### src/rtl/fb_reader.sv
// fb_reader: credit-limited framebuffer pixel fetcher.
// Converts pixel read requests into SRAM AXI reads and returns colors strictly in request order.
module fb_reader #(
    parameter int PIXEL_BITS      = 12,
    parameter int AXI_ADDR_WIDTH  = 20,
    parameter int AXI_DATA_WIDTH  = 16,
    parameter int MAX_OUTSTANDING = 2
) (
    input  logic                      clk,
    input  logic                      rst_n,
    input  logic                      axi_tvalid,
    output logic                      axi_tready,
    input  logic [AXI_ADDR_WIDTH-1:0] addr,
    output logic [AXI_ADDR_WIDTH-1:0] sram_axi_araddr,
    output logic                      sram_axi_arvalid,
    input  logic                      sram_axi_arready,
    input  logic [AXI_DATA_WIDTH-1:0] sram_axi_rdata,
    input  logic [1:0]                sram_axi_rresp,
    input  logic                      sram_axi_rvalid,
    output logic                      sram_axi_rready,
    output logic                      color_valid,
    input  logic                      color_ready,
    output logic [PIXEL_BITS-1:0]     color,
    output logic                      color_err
);

    localparam int PTR_W = (MAX_OUTSTANDING > 1) ? $clog2(MAX_OUTSTANDING) : 1;
    localparam int CNT_W = $clog2(MAX_OUTSTANDING + 1);
    localparam int ENT_W = PIXEL_BITS + 1;
    localparam logic [CNT_W-1:0] CNT_MAX  = CNT_W'(MAX_OUTSTANDING);
    localparam logic [CNT_W-1:0] CNT_ONE  = CNT_W'(1);
    localparam logic [CNT_W-1:0] CNT_ZERO = {CNT_W{1'b0}};
    localparam logic [PTR_W-1:0] PTR_ONE  = PTR_W'(1);

    if (PIXEL_BITS > AXI_DATA_WIDTH) begin : g_bad_pixel_width
        $error("fb_reader: PIXEL_BITS must not exceed AXI_DATA_WIDTH");
    end
    if ((MAX_OUTSTANDING < 2) || ((MAX_OUTSTANDING & (MAX_OUTSTANDING - 1)) != 0)) begin : g_bad_depth
        $error("fb_reader: MAX_OUTSTANDING must be a power of 2 and at least 2");
    end

    // Saturation-free up/down step; simultaneous inc and dec cancel out.
    function automatic logic [CNT_W-1:0] step_count(input logic [CNT_W-1:0] cnt,
                                                    input logic inc, input logic dec);
        logic [CNT_W-1:0] nxt;
        case ({inc, dec})
            2'b10:   nxt = cnt + CNT_ONE;
            2'b01:   nxt = cnt - CNT_ONE;
            default: nxt = cnt;
        endcase
        return nxt;
    endfunction

    logic                      arvalid_r;
    logic [AXI_ADDR_WIDTH-1:0] araddr_r;
    logic [CNT_W-1:0]          credits_r;
    logic [CNT_W-1:0]          outstanding_r;
    logic [CNT_W-1:0]          fifo_cnt_r;
    logic [PTR_W-1:0]          wr_ptr_r;
    logic [PTR_W-1:0]          rd_ptr_r;
    logic [ENT_W-1:0]          fifo_mem_r [MAX_OUTSTANDING];

    logic                      tready_s;
    logic                      rready_s;
    logic                      color_valid_s;
    logic                      req_fire_s;
    logic                      ar_fire_s;
    logic                      r_fire_s;
    logic                      pop_s;
    logic [ENT_W-1:0]          r_entry_s;
    logic [ENT_W-1:0]          head_s;
    logic                      unused_rdata_s;

    // Handshake qualifiers and FIFO head selection.
    always_comb begin
        tready_s      = (credits_r < CNT_MAX) && (!arvalid_r || sram_axi_arready);
        rready_s      = (outstanding_r != CNT_ZERO);
        color_valid_s = (fifo_cnt_r != CNT_ZERO);
        req_fire_s    = axi_tvalid && tready_s;
        ar_fire_s     = arvalid_r && sram_axi_arready;
        r_fire_s      = sram_axi_rvalid && rready_s;
        pop_s         = color_valid_s && color_ready;
        r_entry_s     = {(sram_axi_rresp != 2'b00), sram_axi_rdata[PIXEL_BITS-1:0]};
        head_s        = fifo_mem_r[rd_ptr_r];
    end

    // Only the low PIXEL_BITS of each beat carry color.
    assign unused_rdata_s = ^sram_axi_rdata;

    // AR channel register: load on accept, drop only once the slave takes it.
    always_ff @(posedge clk or negedge rst_n) begin
        if (!rst_n) begin
            arvalid_r <= 1'b0;
            araddr_r  <= {AXI_ADDR_WIDTH{1'b0}};
        end else if (req_fire_s) begin
            arvalid_r <= 1'b1;
            araddr_r  <= addr;
        end else if (ar_fire_s) begin
            arvalid_r <= 1'b0;
        end
    end

    // Credits cover in-flight reads plus buffered colors, so the FIFO can never overflow.
    always_ff @(posedge clk or negedge rst_n) begin
        if (!rst_n) begin
            credits_r     <= CNT_ZERO;
            outstanding_r <= CNT_ZERO;
        end else begin
            credits_r     <= step_count(credits_r, req_fire_s, pop_s);
            outstanding_r <= step_count(outstanding_r, ar_fire_s, r_fire_s);
        end
    end

    // Response FIFO; power-of-2 depth lets the pointers wrap naturally.
    always_ff @(posedge clk or negedge rst_n) begin
        if (!rst_n) begin
            wr_ptr_r   <= {PTR_W{1'b0}};
            rd_ptr_r   <= {PTR_W{1'b0}};
            fifo_cnt_r <= CNT_ZERO;
            for (int i = 0; i < MAX_OUTSTANDING; i++) begin
                fifo_mem_r[i] <= {ENT_W{1'b0}};
            end
        end else begin
            if (r_fire_s) begin
                fifo_mem_r[wr_ptr_r] <= r_entry_s;
                wr_ptr_r             <= wr_ptr_r + PTR_ONE;
            end
            if (pop_s) begin
                rd_ptr_r <= rd_ptr_r + PTR_ONE;
            end
            fifo_cnt_r <= step_count(fifo_cnt_r, r_fire_s, pop_s);
        end
    end

    assign axi_tready       = tready_s;
    assign sram_axi_arvalid = arvalid_r;
    assign sram_axi_araddr  = araddr_r;
    assign sram_axi_rready  = rready_s;
    assign color_valid      = color_valid_s;
    assign color            = head_s[PIXEL_BITS-1:0];
    assign color_err        = head_s[PIXEL_BITS];

endmodule
### config.mk
export PLATFORM = sky130hd
export DESIGN_NAME = fb_reader
export DESIGN_NICKNAME = d
export VERILOG_FILES = /design/src/rtl/fb_reader.sv
export SDC_FILE = /design/constraint.sdc
export NUM_CORES = 1
export LEC_CHECK = 0
export CORE_MARGIN = 2
export CORE_UTILIZATION = 49
export DETAILED_ROUTE_END_ITERATION = 16
export GPL_ROUTABILITY_DRIVEN = 1
export PLACE_DENSITY_LB_ADDON = 0.15
export SLEW_MARGIN = 25
export SYNTH_ARGS = -nofsm -noshare
export SYNTH_HDL_FRONTEND = slang
export SYNTH_SLANG_ARGS = --single-unit
### constraint.sdc
create_clock -name clk -period 3.1 [get_ports clk]
set_input_delay 0.62 -clock clk [delete_from_list [all_inputs] [get_ports clk]]
set_output_delay 0.62 -clock clk [all_outputs]
set_load 0.1 [all_outputs]
=== Word level (Yosys, flattened, before mapping) ===
Cells that the tools add are included.

* Word-level logic and storage cells: 55
* Input port bits: 44
* Bits in registers: 55

* Equal/unequal tests: 6
* Reduce and logical (&&, ||, !) cells: 15
* Magnitude comparators: 4
* Add/subtract/negate cells: 8
* Bitwise operators: 2
* Muxes and demuxes: 11

{| class="wikitable"
|+ Operators with widths
! cell !! count
|-
| 2-to-1 mux 13 bit || 4
|-
| bitwise mux 26 bit || 1
|-
| nonzero test 2 bit || 7
|-
| demux 13 bit (select 1 bit) || 1
|-
| one-hot mux 2 bit (2 select lines) || 3
|-
| adder 2 x 1 -> 2 bit, second input constant || 3
|-
| equality test 2 x 1 -> 1 bit, second input constant || 3
|-
| equality test 2 bit, second input constant || 3
|-
| logical AND 1 bit || 6
|-
| subtractor 2 x 1 -> 2 bit, second input constant || 3
|-
| greater-or-equal comparator 2 bit, second input constant || 2
|-
| NOT 1 -> 2 bit || 2
|-
| adder 1 bit, second input constant || 2
|-
| < comparator 2 x 1 -> 1 bit, second input constant || 1
|-
| < comparator 2 bit, second input constant || 1
|-
| 2-to-1 mux 1 bit || 2
|-
| logical NOT 1 bit || 1
|-
| logical OR 1 bit || 1
|}

=== Depth between registers and ports, before layout ===
* Depth in word-level cells: 6
* Mapped depth: 8

=== Least setup slack after synthesis ===
No wires, ideal clock.

* Path type: register to output
* From: register arvalid_r, in the netlist sram_axi_arvalid
* To: output port axi_tready
* Buffers on the path: 0
* Path slack: 156 ps
* Cell stages (with the launch flop): 3
* Data arrival time: 2,324 ps
* Cell sequence: dfrtp_1 -> nor2b_2 -> nor2_1

* Longest elaborated chain between the ends: 3

{| class="wikitable"
|+ RTL lines
! item !! RTL line !! source
|-
| from (decl) || 54 || <nowiki>logic arvalid_r;</nowiki>
|-
| from (signal assigned) || 93 || <nowiki>arvalid_r <= 1'b0;</nowiki>
|-
| from (signal assigned) || 96 || <nowiki>arvalid_r <= 1'b1;</nowiki>
|-
| from (signal assigned) || 99 || <nowiki>arvalid_r <= 1'b0;</nowiki>
|-
| logical NOT 1 bit || 76 || <nowiki>tready_s = (credits_r < CNT_MAX) && (!arvalid_r || sram_axi_arready);</nowiki>
|-
| logical OR 1 bit || 76 ||
|-
| logical AND 1 bit || 76 ||
|-
| to (decl) || 12 || <nowiki>output logic axi_tready,</nowiki>
|}

No other way between the ends.

=== Final worst setup path ===
* From: register rd_ptr_r
* To: output port color[3]

* Longest elaborated chain between the ends: 4

{| class="wikitable"
|+ RTL lines
! item !! RTL line !! source
|-
| from (decl) || 60 || <nowiki>logic [PTR_W-1:0] rd_ptr_r;</nowiki>
|-
| from (signal assigned) || 118 || <nowiki>rd_ptr_r <= {PTR_W{1'b0}};</nowiki>
|-
| from (signal assigned) || 129 || <nowiki>rd_ptr_r <= rd_ptr_r + PTR_ONE;</nowiki>
|-
| NOT 1 -> 2 bit (implied by the code) || 84 || <nowiki>head_s = fifo_mem_r[rd_ptr_r];</nowiki>
|-
| 2-to-1 mux 13 bit (implied by the code) (3 in a row) || 84 ||
|-
| to (decl) || 23 || <nowiki>output logic [PIXEL_BITS-1:0] color,</nowiki>
|}

No other way between the ends. The select of a mux whose other input is x is not followed.

==> out/results.txt <==
HPWL after DPL = 3.31 mm
Vias/cell = 5.05
Post-synth top cells = dfrtp_1 (55), mux2_2 (46), mux2_4 (10)
Most Crowded Layer GR = met2
largest net degree at the start of global routing = 31
Max Fclk = 429 MHz
Die W = 73.6 um
area delta synth->final = 33.2%
H-tree Lvls = 2
delay-heaviest family, CP = flip-flops
Tmin final = 2.33 ns
crit path capture = color[3]
R2R depth = 2
worst r2r dst = fifo_mem_r[9]
post-route ant nets = 0
# DRC = 0
Via Count = 1,449
number of global-route vias before repair = 1,556
outcome = complete, no violations
Post-Syn Area = 2380 um^2
met2 usage = 30.6%
Hold WC Path Type = primary input to async pin
Crit Path Max Fanout = 14
Async S/R FF share, synth = 100%
I/O pin total = 81
final hold vios = 0
clock skew = 0.0102 ns
root buffer cell = clkbuf_8
post-synth top area share = 57.9%
Slew @ Worst Pin = 0.776 ns
DIE AREA = 5420 um^2
slowest stage cell, crit path = dfrtp_1
DRT Pass-1 Iters = 3
clk buf depth = 2
layout cells sized above 1 = 47.6%
initial DRC count = 46
Core Footprint = 4690 um^2
Post-synth EDFFs = 0
routed wire length = 4.47 mm
row count = 25
YS warnings = 0
critical path arrival = 1.71 ns
post-synthesis sequential area ratio = 57.9%
synthesis-stage register bit count = 55
Placer Congestion = 0.754
TNS Setup = 0 ns
hold buffer count at cts = 0
IO Port Bufs = 76
Worst Setup SP = rd_ptr_r
Final Max Slew Viols = 0
met1 Track Usage GR = 19.7%
WL per Instance = 15.6 um
sum of buffers and inverters on the critical path = 1
leading cell types by total area after synthesis = dfrtp_1 (58%), mux2_2 (22%), mux2_4 (6.3%), xnor2_1 (2.6%), ha_1 (1.6%)
fin nets = 279
Yosys cell types = 22
Mean Syn Cell Area = 15.6 um^2
Vert. Die Dim = 73.6 um
post-CTS sizing = 0
R2R setup slack = 1.40 ns
All-Layer GR Usage = 17.4%
post-CTS setup buffers = 0
CTS tree = built
endpoints failing setup = 0
Cells after Synth = 152
CTS buffer count = 5
crit-path max cell delay = 0.75 ns
most frequent cell after synthesis = dfrtp_1
Slew headroom = 48.1%
crit start category = register
Worst path depth = 2
clock sink total = 55
worst r2r src = outstanding_r[0]
worst path cell trace = mux2_2 -> buf_4
Net Count, Synth = 199
critical path class = register to output port
crit path capture type = output port
RSZ-0062 raised after global routing = no
Worst Path Required = 2.48 ns
Initial Util = 50.6%
GR Util met3 = 5.90%
fin crit share = 75.1%
Max Cap Viol = 0
first-pass GRT wire length = 7.14 mm
initial antenna violation count = 0
most common flop cell mapped by yosys = dfrtp_1
worst skew pair latency = 0.30 ns
ANT cells = 0
CTS clk-pin slew, worst paths = 0.10 ns
grt total ovfl = 0
Yosys top cell by area = dfrtp_1
==> metal layers <==
| metal | part of all wire [%] | vias up |
|---|---|---|
| met5 | 0 | - |
| met4 | 0.54 | 0 |
| met3 | 6.9 | 2 |
| met2 | 52 | 46 |
| met1 | 41 | 718 |
| li1 | - | 683 |
==> cells by family after synthesis <==
group / count (synthesis) / share of synthesized area, %
mux: 57 / 28.6
compound gates: 5 / 1.95
fa+ha+maj: 3 / 1.58
flops: 55 / 57.9
simple gates: 14 / 3.79
xor+xnor: 11 / 4.05
buf+inv: 7 / 2.11
==> flip-flops by register name, summed over array words and instances, names as in the netlist <==
register          count
credits_r             2
sram_axi_araddr      20
fifo_cnt_r            2
outstanding_r         2
rd_ptr_r              1
wr_ptr_r              1
sram_axi_arvalid      1
fifo_mem_r           26
==> metrics by stage <==
step | instance area (um^2) | hold slack, ns | worst slack (ns) | utilization, % | cells
after global placement | 3080 | 0.451 | 0.891 | 65.6 | 279
after detailed placement | 3080 | 0.461 | 0.861 | 65.6 | 279
after global routing | 3160 | 0.338 | 0.702 | 67.4 | 287
final | 3160 | 0.294 | 0.770 | 67.4 | 287
after floorplan | 2380 | 0.324 | 0.156 | - | 152
after CTS | 3160 | 0.301 | 0.735 | 67.4 | 287
==> worst min-delay path by stage <==
stage / end / cells after the start / from / slack [ns]
after floorplan: credits_r[0] / 0 / rst_n / 0.32
after global placement: fifo_cnt_r[1] / 1 / fifo_cnt_r[1] / 0.45
after detailed placement: fifo_cnt_r[1] / 1 / fifo_cnt_r[1] / 0.46
after CTS: fifo_mem_r[21] / 1 / rst_n / 0.30
after global routing: fifo_mem_r[10] / 1 / rst_n / 0.34
final: fifo_mem_r[21] / 1 / rst_n / 0.29
==> worst reg2reg max path, stage by stage (launching register included) <==
cell	delay, ns
dfrtp_1	0.49
o211ai_2	0.68
mux2_2	0.42
==> cell usage in the layout, fill, tap and decap left out, drive strengths merged <==
cell type / Yosys / final
nor2b: 1 / 1
o31ai: 1 / 1
nor2: 6 / 6
nor3b: 1 / 1
nand2: 2 / 2
o21ai: 3 / 3
and2: 1 / 1
or2: 3 / 3
clkinvlp: 0 / 1
inv: 2 / 2
buf: 5 / 40
dfrtp: 55 / 55
xnor2: 7 / 7
clkinv: 0 / 1
clkdlybuf4s50: 0 / 38
mux2: 57 / 57
ha: 3 / 3
xor2: 4 / 4
o211ai: 1 / 1
clkbuf: 0 / 6
==> cell type report <==
class / instances / area, um^2
flip-flops and latches: 55 / 1380
clock buffers: 6 / 72.6
inverters: 2 / 7.51
well taps: 54 / 67.6
repair buffers: 78 / 678
fillers: 325 / 1530
clock inverters: 2 / 12.5
multi-input cells: 90 / 950
Power is not shown: default switching activity piles up to over one toggle a cycle in this logic, so the estimate is an artifact.
